File: config.mk
export PLATFORM = sky130hd
export DESIGN_NAME = alu_issue_stage_flat
export DESIGN_NICKNAME = d
export VERILOG_FILES = /design/src/rtl/alu_issue_stage_if.sv /design/src/rtl/alu_issue_stage.sv /design/src/flat_wrapper.sv
export SDC_FILE = /design/constraint.sdc
export NUM_CORES = 1
export LEC_CHECK = 0
export ABC_AREA = 1
export CAP_MARGIN = 20
export CORE_ASPECT_RATIO = 2
export CORE_MARGIN = 5
export CORE_UTILIZATION = 49
export CTS_BUF_LIST = sky130_fd_sc_hd__clkbuf_16
export DETAILED_ROUTE_END_ITERATION = 8
export GPL_TIMING_DRIVEN = 1
export PLACE_DENSITY = 0.91
export SYNTH_ARGS = -nofsm -noshare
export SYNTH_HDL_FRONTEND = slang
export SYNTH_SLANG_ARGS = --single-unit
File: constraint.sdc
create_clock -name clk -period 2.6 [get_ports clk]
set_input_delay 0.52 -clock clk [delete_from_list [all_inputs] [get_ports clk]]
set_output_delay 0.52 -clock clk [all_outputs]
set_load 0.02 [all_outputs]
File: src/rtl/alu_issue_stage_if.sv
// Handshake/bus bundle between the issue stage, its instruction source and the ALU side.
// slave = the issue stage view; master = the surrounding logic (or bench) view.
interface alu_issue_stage_if #(
  parameter int XLEN = 32,
  parameter int OPW  = 5
);
  logic            instr_valid;
  logic            instr_ready;
  logic [31:0]     instr;
  logic [XLEN-1:0] pc;
  logic [XLEN-1:0] rs1_data;
  logic [XLEN-1:0] rs2_data;
  logic            out_valid;
  logic            out_ready;
  logic [XLEN-1:0] alu_in1;
  logic [XLEN-1:0] alu_in2;
  logic [OPW-1:0]  alu_op;
  logic [4:0]      rd_addr;
  logic            rd_we;
  logic            illegal;

  modport slave (
    input  instr_valid, instr, pc, rs1_data, rs2_data, out_ready,
    output instr_ready, out_valid, alu_in1, alu_in2, alu_op, rd_addr, rd_we, illegal
  );

  modport master (
    output instr_valid, instr, pc, rs1_data, rs2_data, out_ready,
    input  instr_ready, out_valid, alu_in1, alu_in2, alu_op, rd_addr, rd_we, illegal
  );
endinterface

File: src/rtl/alu_issue_stage.sv
// RV32I decode-and-issue stage feeding the ALU through a 2-entry skid buffer.
// Optional macro ALU_ISSUE_X0_FORCE_EN: zero x0 operands and suppress rd_we for rd=x0.
//
// state   | meaning
// S_EMPTY | no entry held, out_valid=0, instr_ready=1
// S_ONE   | main entry valid, instr_ready=1
// S_TWO   | main and skid entries valid, instr_ready=0
module alu_issue_stage #(
  parameter int XLEN = 32,
  parameter int OPW  = 5
) (
  input logic             clk,
  input logic             rst,
  input logic             flush,
  alu_issue_stage_if.slave bus
);

  localparam logic [6:0] OPC_OP     = 7'b0110011;
  localparam logic [6:0] OPC_OP_IMM = 7'b0010011;
  localparam logic [6:0] OPC_LUI    = 7'b0110111;
  localparam logic [6:0] OPC_AUIPC  = 7'b0010111;
  localparam logic [6:0] F7_ZERO    = 7'b0000000;
  localparam logic [6:0] F7_ALT     = 7'b0100000;

  typedef struct packed {
    logic [XLEN-1:0] in1;
    logic [XLEN-1:0] in2;
    logic [OPW-1:0]  op;
    logic [4:0]      rd;
    logic            we;
    logic            ill;
  } entry_t;

  typedef enum logic [1:0] {
    S_EMPTY = 2'd0,
    S_ONE   = 2'd1,
    S_TWO   = 2'd2
  } state_t;

  state_t r_state;
  state_t w_state_nxt;

  entry_t r_main;
  entry_t r_skid;
  entry_t w_dec;
  entry_t w_out;

  logic [6:0]      w_opc;
  logic [2:0]      w_f3;
  logic [6:0]      w_f7;
  logic            w_legal;
  logic [XLEN-1:0] w_imm_i;
  logic [XLEN-1:0] w_imm_u;

  logic w_out_valid;
  logic w_in_ready;
  logic w_accept;
  logic w_issue;
  logic w_ld_main_in;
  logic w_ld_main_skid;
  logic w_ld_skid;

  assign w_opc   = bus.instr[6:0];
  assign w_f3    = bus.instr[14:12];
  assign w_f7    = bus.instr[31:25];
  assign w_imm_i = XLEN'($signed(bus.instr[31:20]));
  assign w_imm_u = XLEN'($signed({bus.instr[31:12], 12'b0}));

  // Input-side decode; the result is what gets captured on accept.
  always_comb begin
    w_dec    = '0;
    w_legal  = 1'b0;
    w_dec.rd = bus.instr[11:7];
    case (w_opc)
      OPC_OP: begin
        w_legal   = (w_f7 == F7_ZERO) ||
                    ((w_f7 == F7_ALT) && ((w_f3 == 3'b000) || (w_f3 == 3'b101)));
        w_dec.op  = OPW'({bus.instr[30], w_f3, 1'b1});
        w_dec.in1 = bus.rs1_data;
        w_dec.in2 = bus.rs2_data;
`ifdef ALU_ISSUE_X0_FORCE_EN
        if (bus.instr[19:15] == 5'd0) w_dec.in1 = '0;
        if (bus.instr[24:20] == 5'd0) w_dec.in2 = '0;
`endif
      end
      OPC_OP_IMM: begin
        case (w_f3)
          3'b001:  w_legal = (w_f7 == F7_ZERO);
          3'b101:  w_legal = (w_f7 == F7_ZERO) || (w_f7 == F7_ALT);
          default: w_legal = 1'b1;
        endcase
        w_dec.op  = OPW'({bus.instr[30], w_f3, 1'b0});
        w_dec.in1 = bus.rs1_data;
        w_dec.in2 = w_imm_i;
`ifdef ALU_ISSUE_X0_FORCE_EN
        if (bus.instr[19:15] == 5'd0) w_dec.in1 = '0;
`endif
      end
      OPC_LUI: begin
        w_legal   = 1'b1;
        w_dec.in2 = w_imm_u;
      end
      OPC_AUIPC: begin
        w_legal   = 1'b1;
        w_dec.in1 = bus.pc;
        w_dec.in2 = w_imm_u;
      end
      default: w_legal = 1'b0;
    endcase

`ifdef ALU_ISSUE_X0_FORCE_EN
    w_dec.we = w_legal && (w_dec.rd != 5'd0);
`else
    w_dec.we = w_legal;
`endif
    w_dec.ill = ~w_legal;

    // Illegal entries still flow through, but carry no operands or work.
    if (!w_legal) begin
      w_dec.in1 = '0;
      w_dec.in2 = '0;
      w_dec.op  = '0;
      w_dec.we  = 1'b0;
    end
  end

  always_ff @(posedge clk) begin
    if (rst || flush) begin
      r_state <= S_EMPTY;
    end else begin
      r_state <= w_state_nxt;
    end
  end

  always_comb begin
    w_state_nxt = r_state;
    case (r_state)
      S_EMPTY: if (w_accept) w_state_nxt = S_ONE;
      S_ONE: begin
        if (w_accept && !w_issue)      w_state_nxt = S_TWO;
        else if (!w_accept && w_issue) w_state_nxt = S_EMPTY;
      end
      S_TWO:   if (w_issue) w_state_nxt = S_ONE;
      default: w_state_nxt = S_EMPTY;
    endcase
  end

  // Ready/valid depend only on the state register, never on same-cycle inputs.
  always_comb begin
    w_out_valid    = (r_state != S_EMPTY);
    w_in_ready     = (r_state != S_TWO);
    w_accept       = bus.instr_valid && w_in_ready;
    w_issue        = w_out_valid && bus.out_ready;
    w_ld_main_in   = 1'b0;
    w_ld_main_skid = 1'b0;
    w_ld_skid      = 1'b0;
    case (r_state)
      S_EMPTY: w_ld_main_in = w_accept;
      S_ONE: begin
        w_ld_main_in = w_accept && w_issue;
        w_ld_skid    = w_accept && !w_issue;
      end
      S_TWO:   w_ld_main_skid = w_issue;
      default: ;
    endcase
    w_out = w_out_valid ? r_main : '0;
  end

  always_ff @(posedge clk) begin
    if (rst || flush) begin
      r_main <= '0;
      r_skid <= '0;
    end else begin
      if (w_ld_main_in)        r_main <= w_dec;
      else if (w_ld_main_skid) r_main <= r_skid;
      if (w_ld_skid)           r_skid <= w_dec;
    end
  end

  assign bus.out_valid   = w_out_valid;
  assign bus.instr_ready = w_in_ready;
  assign bus.alu_in1     = w_out.in1;
  assign bus.alu_in2     = w_out.in2;
  assign bus.alu_op      = w_out.op;
  assign bus.rd_addr     = w_out.rd;
  assign bus.rd_we       = w_out.we;
  assign bus.illegal     = w_out.ill;

endmodule

File: src/flat_wrapper.sv
// flat-port wrapper written by rule: the top's interface ports become plain ports
module alu_issue_stage_flat 
#(
  parameter int XLEN = 32,
  parameter int OPW  = 5
)
  (clk, rst, flush, bus_instr_valid, bus_instr, bus_pc, bus_rs1_data, bus_rs2_data, bus_out_ready, bus_instr_ready, bus_out_valid, bus_alu_in1, bus_alu_in2, bus_alu_op, bus_rd_addr, bus_rd_we, bus_illegal);
  alu_issue_stage_if #(.XLEN(XLEN), .OPW(OPW)) bus_i ();
  input logic clk;
  input logic rst;
  input logic flush;
  input wire logic [$bits(bus_i.instr_valid)-1:0] bus_instr_valid;
  input wire logic [$bits(bus_i.instr)-1:0] bus_instr;
  input wire logic [$bits(bus_i.pc)-1:0] bus_pc;
  input wire logic [$bits(bus_i.rs1_data)-1:0] bus_rs1_data;
  input wire logic [$bits(bus_i.rs2_data)-1:0] bus_rs2_data;
  input wire logic [$bits(bus_i.out_ready)-1:0] bus_out_ready;
  output wire logic [$bits(bus_i.instr_ready)-1:0] bus_instr_ready;
  output wire logic [$bits(bus_i.out_valid)-1:0] bus_out_valid;
  output wire logic [$bits(bus_i.alu_in1)-1:0] bus_alu_in1;
  output wire logic [$bits(bus_i.alu_in2)-1:0] bus_alu_in2;
  output wire logic [$bits(bus_i.alu_op)-1:0] bus_alu_op;
  output wire logic [$bits(bus_i.rd_addr)-1:0] bus_rd_addr;
  output wire logic [$bits(bus_i.rd_we)-1:0] bus_rd_we;
  output wire logic [$bits(bus_i.illegal)-1:0] bus_illegal;
  assign bus_i.instr_valid = bus_instr_valid;
  assign bus_i.instr = bus_instr;
  assign bus_i.pc = bus_pc;
  assign bus_i.rs1_data = bus_rs1_data;
  assign bus_i.rs2_data = bus_rs2_data;
  assign bus_i.out_ready = bus_out_ready;
  assign bus_instr_ready = bus_i.instr_ready;
  assign bus_out_valid = bus_i.out_valid;
  assign bus_alu_in1 = bus_i.alu_in1;
  assign bus_alu_in2 = bus_i.alu_in2;
  assign bus_alu_op = bus_i.alu_op;
  assign bus_rd_addr = bus_i.rd_addr;
  assign bus_rd_we = bus_i.rd_we;
  assign bus_illegal = bus_i.illegal;
  alu_issue_stage #(.XLEN(XLEN), .OPW(OPW)) u_core (.clk(clk), .rst(rst), .flush(flush), .bus(bus_i));
endmodule
==> summary.md, run 1 <==
| Metric | Value |
|---|---|
| Die H | between 150 and 200 um |
| Layout Area Growth over Synthesis | 36.8% |
| DP HPWL | between 15000 and 20000 um |
| WP data required | 2.08 ns |
| Cell count after synthesis | between 1000 and 1500 |
| Worst VDD drop | roughly 0.43 mV |
| Hold Crit Depth | 2 |
| Sequential area share after synthesis | between 30% and 40% |
| Hold Vio Cnt, Final | 0 |
| CTS max path bufs | 2 |
| Pre-CTS WS | about 0.043 ns |
| Worst R2R Setup Slack | ~0.28 ns |
| Least-Margin Pin Slew | 0.576 ns |
| Clock Tree Root | clkbuf_16 |
| Antenna Violating Nets Remaining | 0 |
| Wire per inst | about 15 um |
| Worst Skew | ~0.0067 ns |
| Vias in the first global route | between 8000 and 9000 |
| Min setup slack post-route | 0.151 ns |
| Final min period | ~2.4 ns |
| Tot Pwr | 5.63 mW |
| First-pass GRT wire length | 39200 um |
| # DRC | 0 |
| F_max | between 400 and 500 MHz |
| Max-slew violations | 0 |
| Syn_area_per_cell | 6.57 um2 |
| Fin area | 10600 um2 |
| Top cells by count, synth | nand2_1 (337), dfxtp_1 (154), a21oi_1 (147) |
| Reg clk slew, reported paths | around 0.060 ns |
| GR Util All Layers | about a quarter |
| Reg2reg start | u_core.r_state[1]$_SDFFE_PP0P_ |
| Synth Register Bits | roughly 150 |
| Setup TNS | 0 ns |
| Worst-Skew Late Latency | 0.42 ns |
| Hold Startpoint | u_core.r_skid[3]$_SDFFE_PP0P_ |
| Top-count cell post-synth | nand2_1 |
| Hold path endpoint | u_core.r_skid[3]$_SDFFE_PP0P_ |
| Top cell type's share of synthesized area | between 30 and 40% |
| Leak | roughly 4 nW |
| Grt total ovfl | 0 |
| Worst slew margin | roughly 62% |
| DRT Pass-1 Iters | 6 |
| Pint | 4.08 mW |
| Num CTS Buffers | 17 |
| CP max stage delay | about 0.54 ns |
| Switching power | between 1.5 and 2 mW |
| Via/cell ratio | ~5.4 |
| RSZ-0062 raised after global routing | no |
| Clock share of power | 41.7% |
| H-tree levels | 4 |
| Arr. time, crit path | between 1.5 and 2 ns |
| Post-synthesis cell area | about 7800 um2 |
| Core Rows | 65 |
| Synth unique cells | 27 |
| Tcrit/Tclk final | a little over nine tenths |
| Die Width | just under 100 um |
| Reg2Reg Depth | 11 |
| Synth Warn # | 0 |
| Critical path type | reg2out |
| Hold_buf cts | 0 |
| Initial detailed-routing violation count | 444 |
| Ordered list of cells on the worst path | nor2_4, buf_4, nor2_1, clkdlybuf4s50_1 |
| Dpl cell area | about 10000 um2 |
| Nets | ~1500 |
| Combinational share of power | between 10 and 15% |
| Wirelength, routed | 24000 um |
| PwrDens | around 530 nW/um2 |
| Setup crit start kind | flop |
| I/O pin cnt | 211 |
| Net Sw Frac | 27.5% |
| Seq pwr share | 43.7% |
| Reg2reg end | u_core.r_main[60]$_SDFFE_PP0P_ |
| Worst setup EP type | output pin |
| Finish-stage setup viols | 0 |
| Initial antenna violation count | 0 |
| N_diodes | 0 |
| Layout cells sized above 1 | 5.93% |
| Core area | between 15000 and 20000 um2 |
| Die ar. | 18600 um2 |
| Ys flop type | dfxtp_1 |
| Sink Count | approximately 150 |
| CTS tree | yes |
| # fillers | between 1000 and 1500 |
| Placer congestion estimate | just over 0.9 |
| Ys async rst share | 0% |
| Max-Cap Viols | 0 |
| Largest net degree at the start of global routing | 77 |
| Worst hold path type | reg2reg |
| Largest cells by area after synthesis | dfxtp_1 (40%), nand2_1 (16%), a21oi_1 (9.5%), o211ai_1 (7.4%), inv_1 (6.3%) |
| EDFF count, synth | 0 |
| Number of I/O port buffers | between 200 and 250 |
| CP max-delay cell | clkdlybuf4s50_1 |
| Yosys top cell by area | dfxtp_1 |
| Final Core Density | 67.8% |
| Syn nets | roughly 1300 |
| Outcome | finished clean |
| CP Max Fanout | 16 |
| Initial core utilization | 49.5% |
| Via count | roughly 8500 |
[routing by layer]
metal / up-vias / routed length [um] / track usage, %
li1: 4172 / - / -
met1: 3877 / 8710 / 26.3
met2: 355 / 12400 / 46.5
met3: 87 / 1650 / 4.28
met4: 0 / 1330 / 16.0
met5: - / 0 / 0
[registers in the layout, summed over array words and instances, names as in the netlist]
name,cells
u_core.r_main,76
u_core.r_skid,76
u_core.r_state,2
[worst max path at each step]
stage | from | endpoint | slack (ns) | cells after the start
after global routing | u_core.r_state[1]$_SDFFE_PP0P_ | bus_alu_in2[18] | 0.10 | 4
after CTS | u_core.r_state[0]$_SDFFE_PP0P_ | bus_alu_in2[12] | 0.02 | 4
final | u_core.r_state[1]$_SDFFE_PP0P_ | bus_alu_in2[12] | 0.15 | 4
after detailed placement | bus_instr_valid | u_core.r_main[1]$_SDFFE_PP0P_ | 0.04 | 10
after floorplan | u_core.r_state[0]$_SDFFE_PP0P_ | u_core.r_skid[28]$_SDFFE_PP0P_ | 0.60 | 11
after global placement | bus_out_ready | u_core.r_main[1]$_SDFFE_PP0P_ | 0.14 | 10
[cell usage in the layout (no fill, tap or decap)]
cell	instances
clkinv_4	2
inv_6	6
nand2_2	3
o21ai_1	11
nand3_4	2
a21oi_1	147
dfxtp_2	1
inv_8	4
o211ai_1	77
clkdlybuf4s50_1	210
a211oi_1	1
nand3_2	1
clkbuf_16	17
inv_1	131
nand3_1	17
o31ai_1	1
o21ai_0	98
o31a_1	1
buf_4	20
ha_1	2
nor3_1	3
nand4_1	1
dfxtp_1	153
nand2_1	336
clkinv_2	2
nor2_4	4
a31oi_1	5
inv_4	2
nor2_2	3
clkinvlp_4	1
buf_12	10
nor2_1	92
inv_2	3
[cells by family after synthesis]
logic type | count (synthesis) | share of synthesized area [%]
AND/OR/NAND/NOR | 461 | 23.4
AO/OA/AOI/OAI | 341 | 24.6
adder cells (fa/ha/maj) | 2 | 0.322
buffers and inverters | 226 | 12.0
flip-flops | 154 | 39.6
[power groups by stage]
stage	combinational, mW	clock (mW)	sequential [mW]
2_1_floorplan	0.423	0	2.50
3_3_place_gp	0.790	0	2.51
3_5_place_dp	0.808	0	2.51
4_1_cts	0.819	2.37	2.46
5_1_grt	0.893	2.49	2.46
6_report	0.821	2.35	2.46
[critical path: cells and delay by family (launching register included)]
kind	cells	cell delay, ns
buffers and inverters	2	0.82
DFF	1	0.36
and+or+nand+nor	2	0.32
[final cells by class]
| cell class | instances | area [um2] | area share (%) |
|---|---|---|---|
| inverter | 136 | 515 | 4.84 |
| timing repair buffer | 240 | 2450 | 23.0 |
| clock inverter | 15 | 133 | 1.25 |
| clock buffer | 17 | 425 | 4.00 |
| tap | 201 | 251 | 2.36 |
| multi-input combinational | 805 | 3780 | 35.5 |
| sequential | 154 | 3080 | 29.0 |
[through the flow]
| stage | hold WS [ns] | instances |
|---|---|---|
| 3_3_place_gp | 0.450 | 1533 |
| 2_1_floorplan | 0.445 | 1184 |
| 3_5_place_dp | 0.460 | 1533 |
| 6_report | 0.467 | 1568 |
| 5_1_grt | 0.496 | 1568 |
| 4_1_cts | 0.469 | 1567 |
[what timing repair did]
| item | 4_1_cts | 5_1_grt |
|---|---|---|
| resized for setup | 0 | 1 |
| pin swaps | 1 | 1 |
| cloned | 0 | 1 |
| setup endpoints to repair | 30 | 29 |
| setup buffers | 2 | 0 |
(Power assumes the default switching activity.)
==> inputs of run 2 (changes only) <==
--- a/config.mk
+++ b/config.mk
@@ -5,10 +5,9 @@
 export SDC_FILE = /design/constraint.sdc
 export NUM_CORES = 1
 export LEC_CHECK = 0
-export ABC_AREA = 1
+export ABC_AREA = 0
 export CAP_MARGIN = 20
 export CORE_ASPECT_RATIO = 2
-export CORE_MARGIN = 5
 export CORE_UTILIZATION = 49
 export CTS_BUF_LIST = sky130_fd_sc_hd__clkbuf_16
 export DETAILED_ROUTE_END_ITERATION = 8
==> run 2 against run 1 <==
- via count fell by 3.0%
- register-to-register slack got worse by 0.12 ns
- worst setup slack got worse by 0.085 ns
- die area fell by 12%
- sequential share of layout area fell by 0.74 points
- area after synthesis fell by 0.24%
- total power fell by 2.9%
- global-route usage rose by 5.0 points
- synthesized cell count fell by 17%
- wire length rose by 5.2%
- combinational power fell by 20%
- critical endpoint is now bus_alu_in2[16]
==> summary.md, run 2 <==
| Metric | Value |
|---|---|
| Outcome | finished clean |
| Wirelength, routed | 25300 um (+5.2%) |
| Worst R2R Setup Slack | 0.16 ns (-0.12 ns) |
| Top Registers | u_core.r_main x76, u_core.r_skid x76, u_core.r_state x2 |
| Reg2reg start | u_core.r_state[0]$_SDFFE_PP0P_ |
| Most common cell after layout, fill and taps aside | nand2_1 |
| Reg2Reg Depth | 10 (-1) |
| Hold Vio Cnt, Final | 0 (unchanged) |
| Placer congestion estimate | 0.856 (-8.3%) |
| Worst Skew | 0.0147 ns (+0.00804 ns) |
| Initial antenna violation count | 0 (unchanged) |
| Core area | 15400 um2 (-2.0%) |
| Hold Startpoint | u_core.r_skid[9]$_SDFFE_PP0P_ |
| H-tree levels | 4 (unchanged) |
| Worst setup EP type | output pin |
| First-pass GRT wire length | 40100 um (+2.4%) |
| Wire per inst | 18.5 um (+20%) |
| Leak | 4.33 nW (+11%) |
| Die ar. | 16400 um2 (-12%) |
| Worst-Skew Late Latency | 0.42 ns (about the same) |
| Sink Count | 154 (unchanged) |
| Ordered list of cells on the worst path | or2_4, buf_16, and2_1, clkdlybuf4s50_1 |
| Largest family of logic cells by synthesized area | compound AO/OA/AOI/OAI gates |
| I/O pin cnt | 211 (unchanged) |
| Post-Synth Adder-Cell Area | 0.323% (+0.00078 points) |
| Initial core utilization | 50.5% (+0.91 points) |
| Ys async rst share | 0% (unchanged) |
| Finish-stage setup viols | 0 (unchanged) |
| Net Sw Frac | 26.1% (-1.4 points) |
| Simple-Gate Fraction of Synth Area | 24.6% (+1.2 points) |
| Hold Crit Depth | 2 (unchanged) |
| Tcrit/Tclk final | 97.5% (+3.3 points) |
| Setup TNS | 0 ns (unchanged) |
| Antenna Violating Nets Remaining | 0 (unchanged) |
| Via/cell ratio | 6.01 (+11%) |
| Worst VDD drop | 0.450 mV (+4.2%) |
| Syn nets | 1118 (-15%) |
| Num CTS Buffers | 17 (unchanged) |
| Max-slew violations | 0 (unchanged) |
| Top cell type's share of synthesized area | 39.7% (+0.096 points) |
| Synth Register Bits | 154 (unchanged) |
| RSZ-0062 raised after global routing | no |
| Post-synthesis compound-gate area fraction | 27.3% (+2.7 points) |
| Vias in the first global route | 8176 (-3.6%) |
| # DRC | 0 (unchanged) |
| Leading cell types in the layout, fill and taps excluded | nand2_1 (193), clkdlybuf4s50_1 (178), dfxtp_1 (154), a21oi_1 (127), and2_1 (77) |
| EDFF count, synth | 0 (unchanged) |
| PwrDens | 501 nW/um2 (-5.3%) |
| Sequential area share after synthesis | 39.7% (+0.096 points) |
| DP HPWL | 16400 um (-3.0%) |
| Dpl cell area | 10200 um2 (+1.8%) |
| CP max-delay cell | clkdlybuf4s50_1 |
| Non-Filler Instances | 1370 (-13%) |
| Arr. time, crit path | 2.01 ns (+0.08 ns) |
| Clock Tree Root | clkbuf_16 |
| Die H | 180 um (-4.4%) |
| Top cells by count, synth | nand2_1 (193), dfxtp_1 (154), a21oi_1 (127) |
| F_max | 395 MHz (-3.4%) |
| Via count | 8239 (-3.0%) |
| WP data required | 2.08 ns (about the same) |
| Reg2reg end | u_core.r_main[7]$_SDFFE_PP0P_ |
| Synth unique cells | 42 (+56%) |
| Combinational share of power | 12.0% (-2.6 points) |
| Core Rows | 64 (-1.5%) |
| Ys flop type | dfxtp_1 |
| Synth Warn # | 0 (unchanged) |
| N_diodes | 0 (unchanged) |
| Seq pwr share | 43.4% (-0.3 points) |
| Hold path endpoint | u_core.r_skid[9]$_SDFFE_PP0P_ |
| Least-Margin Pin Slew | 0.447 ns (-0.129 ns) |
| Final min period | 2.53 ns (+0.0850 ns) |
| Post-synthesis mux area share | 2.34% (+2.3 points) |
| Syn_area_per_cell | 7.89 um2 (+20%) |
| Switching power | 1.43 mW (-7.7%) |
| Setup crit start kind | flop |
| Max-Cap Viols | 0 (unchanged) |
| Worst hold path type | reg2reg |
| XOR/XNOR Fraction of Synth Area | 0.113% (+0.11 points) |
| Top-count cell post-synth | nand2_1 |
| Grt total ovfl | 0 (unchanged) |
| Die Width | 91.0 um (-8.2%) |
| GR Util All Layers | 30.5% (+5.0 points) |
| CTS max path bufs | 2 (unchanged) |
| Initial detailed-routing violation count | 634 (+43%) |
| Post-synthesis cell area | 7760 um2 (-0.24%) |
| Layout cells sized above 1 | 13.2% (+7.3 points) |
| Dpl cells | 1335 (-13%) |
| Cell count after synthesis | 983 (-17%) |
| CP Max Fanout | 31 (+15) |
| DRT Pass-1 Iters | 5 (-1) |
| Worst slew margin | 69.9% (+8.3 points) |
| Hold_buf cts | 0 (unchanged) |
| Reg clk slew, reported paths | 0.07 ns (about the same) |
| Clock share of power | 44.6% (+2.9 points) |
| Pint | 4.04 mW (-1.0%) |
| Fin area | 10900 um2 (+2.6%) |
| CTS tree | yes |
| Critical path type | reg2out |
| Layout Area Growth over Synthesis | 40.7% |
| Largest net degree at the start of global routing | 65 (-16%) |
| Yosys top cell by area | dfxtp_1 |
| Largest cells by area after synthesis | dfxtp_1 (40%), nand2_1 (9.3%), a21oi_1 (8.2%), a32o_1 (6.7%), and2_1 (6.2%) |
| CP max stage delay | 0.56 ns (+0.02 ns) |
| Number of I/O port buffers | 210 (unchanged) |
| Nets | 1294 (-13%) |
[run 2: cell count changes after synthesis, sizes merged, moves of 22 or more]
cell / previous run / this run
o211ai: 77 / 1
nor2b: 0 / 37
a41o: 0 / 22
nand2: 339 / 193
a32o: 0 / 52
nor2: 98 / 57
and2: 0 / 77
a31o: 0 / 45
o21ai: 109 / 39
inv: 136 / 3
[run 2: area by class of cell]
cell class              count  area (um2)
multi-input cells         723        4300
fillers                  1162        4460
flip-flops and latches    154        3080
repair buffers            260        2690
inverters                   3        11.3
well taps                 198         248
clock buffers              17         425
clock inverters            15         159
[run 2: metrics by stage]
| stage | setup WS (ns) | utilization (%) | hold slack (ns) | power [mW] |
|---|---|---|---|---|
| after CTS | 0.0000595 | 70.7 | 0.458 | 5.47 |
| after detailed placement | 0.0568 | 66.6 | 0.444 | 3.05 |
| final | 0.0662 | 71.0 | 0.459 | 5.47 |
| after global placement | 0.0721 | 66.6 | 0.433 | 3.04 |
| after floorplan | 0.00303 | - | 0.424 | 2.70 |
| after global routing | 0.0197 | 71.0 | 0.479 | 5.61 |
[run 2: per-layer routing]
layer	up-vias	share of wire, %	track usage (%)
li1	3819	-	-
met2	458	52	55.7
met1	3872	36	32.2
met4	0	5.1	17.9
met3	90	6.8	5.37
met5	-	0	0
[run 2: worst max-delay path by stage]
stage	startpoint	to	slack (ns)	cells past startpoint
3_5_place_dp	bus_instr[12]	u_core.r_main[0]$_SDFFE_PP0P_	0.06	6
5_1_grt	u_core.r_state[0]$_SDFFE_PP0P_	bus_alu_in2[16]	0.02	4
2_1_floorplan	u_core.r_state[1]$_SDFFE_PP0P_	u_core.r_main[17]$_SDFFE_PP0P_	0.003	14
4_1_cts	u_core.r_state[0]$_SDFFE_PP0P_	bus_alu_in1[12]	0.00006	4
3_3_place_gp	bus_instr[12]	u_core.r_skid[48]$_SDFFE_PP0P_	0.07	6
6_report	u_core.r_state[0]$_SDFFE_PP0P_	bus_alu_in2[16]	0.07	4
[run 2: cells by family after synthesis]
group / Yosys count
AO/OA/AOI/OAI: 302
multiplexers: 18
buffers and inverters: 106
AND/OR/NAND/NOR: 400
flip-flops: 154
adder cells (fa/ha/maj): 2
XOR/XNOR: 1
[run 2: what timing repair did]
item,in CTS,in global routing
setup buffers,2,0
setup endpoints to repair,53,16
pin swaps,1,0
gates resized for setup,8,16
cloned,1,0
[run 2: critical path: cells and delay by family (launching register included)]
family	cells	cell delay, ns
flip-flops	1	0.32
AND/OR/NAND/NOR	2	0.50
buffers and inverters	2	0.75
[run 2: power by group through the flow]
stage / sequential (mW) / combinational, mW / clock, mW
after CTS: 2.37 / 0.647 / 2.45
after detailed placement: 2.42 / 0.629 / 0
final: 2.37 / 0.657 / 2.44
after global routing: 2.37 / 0.701 / 2.54
after global placement: 2.42 / 0.620 / 0
after floorplan: 2.42 / 0.283 / 0
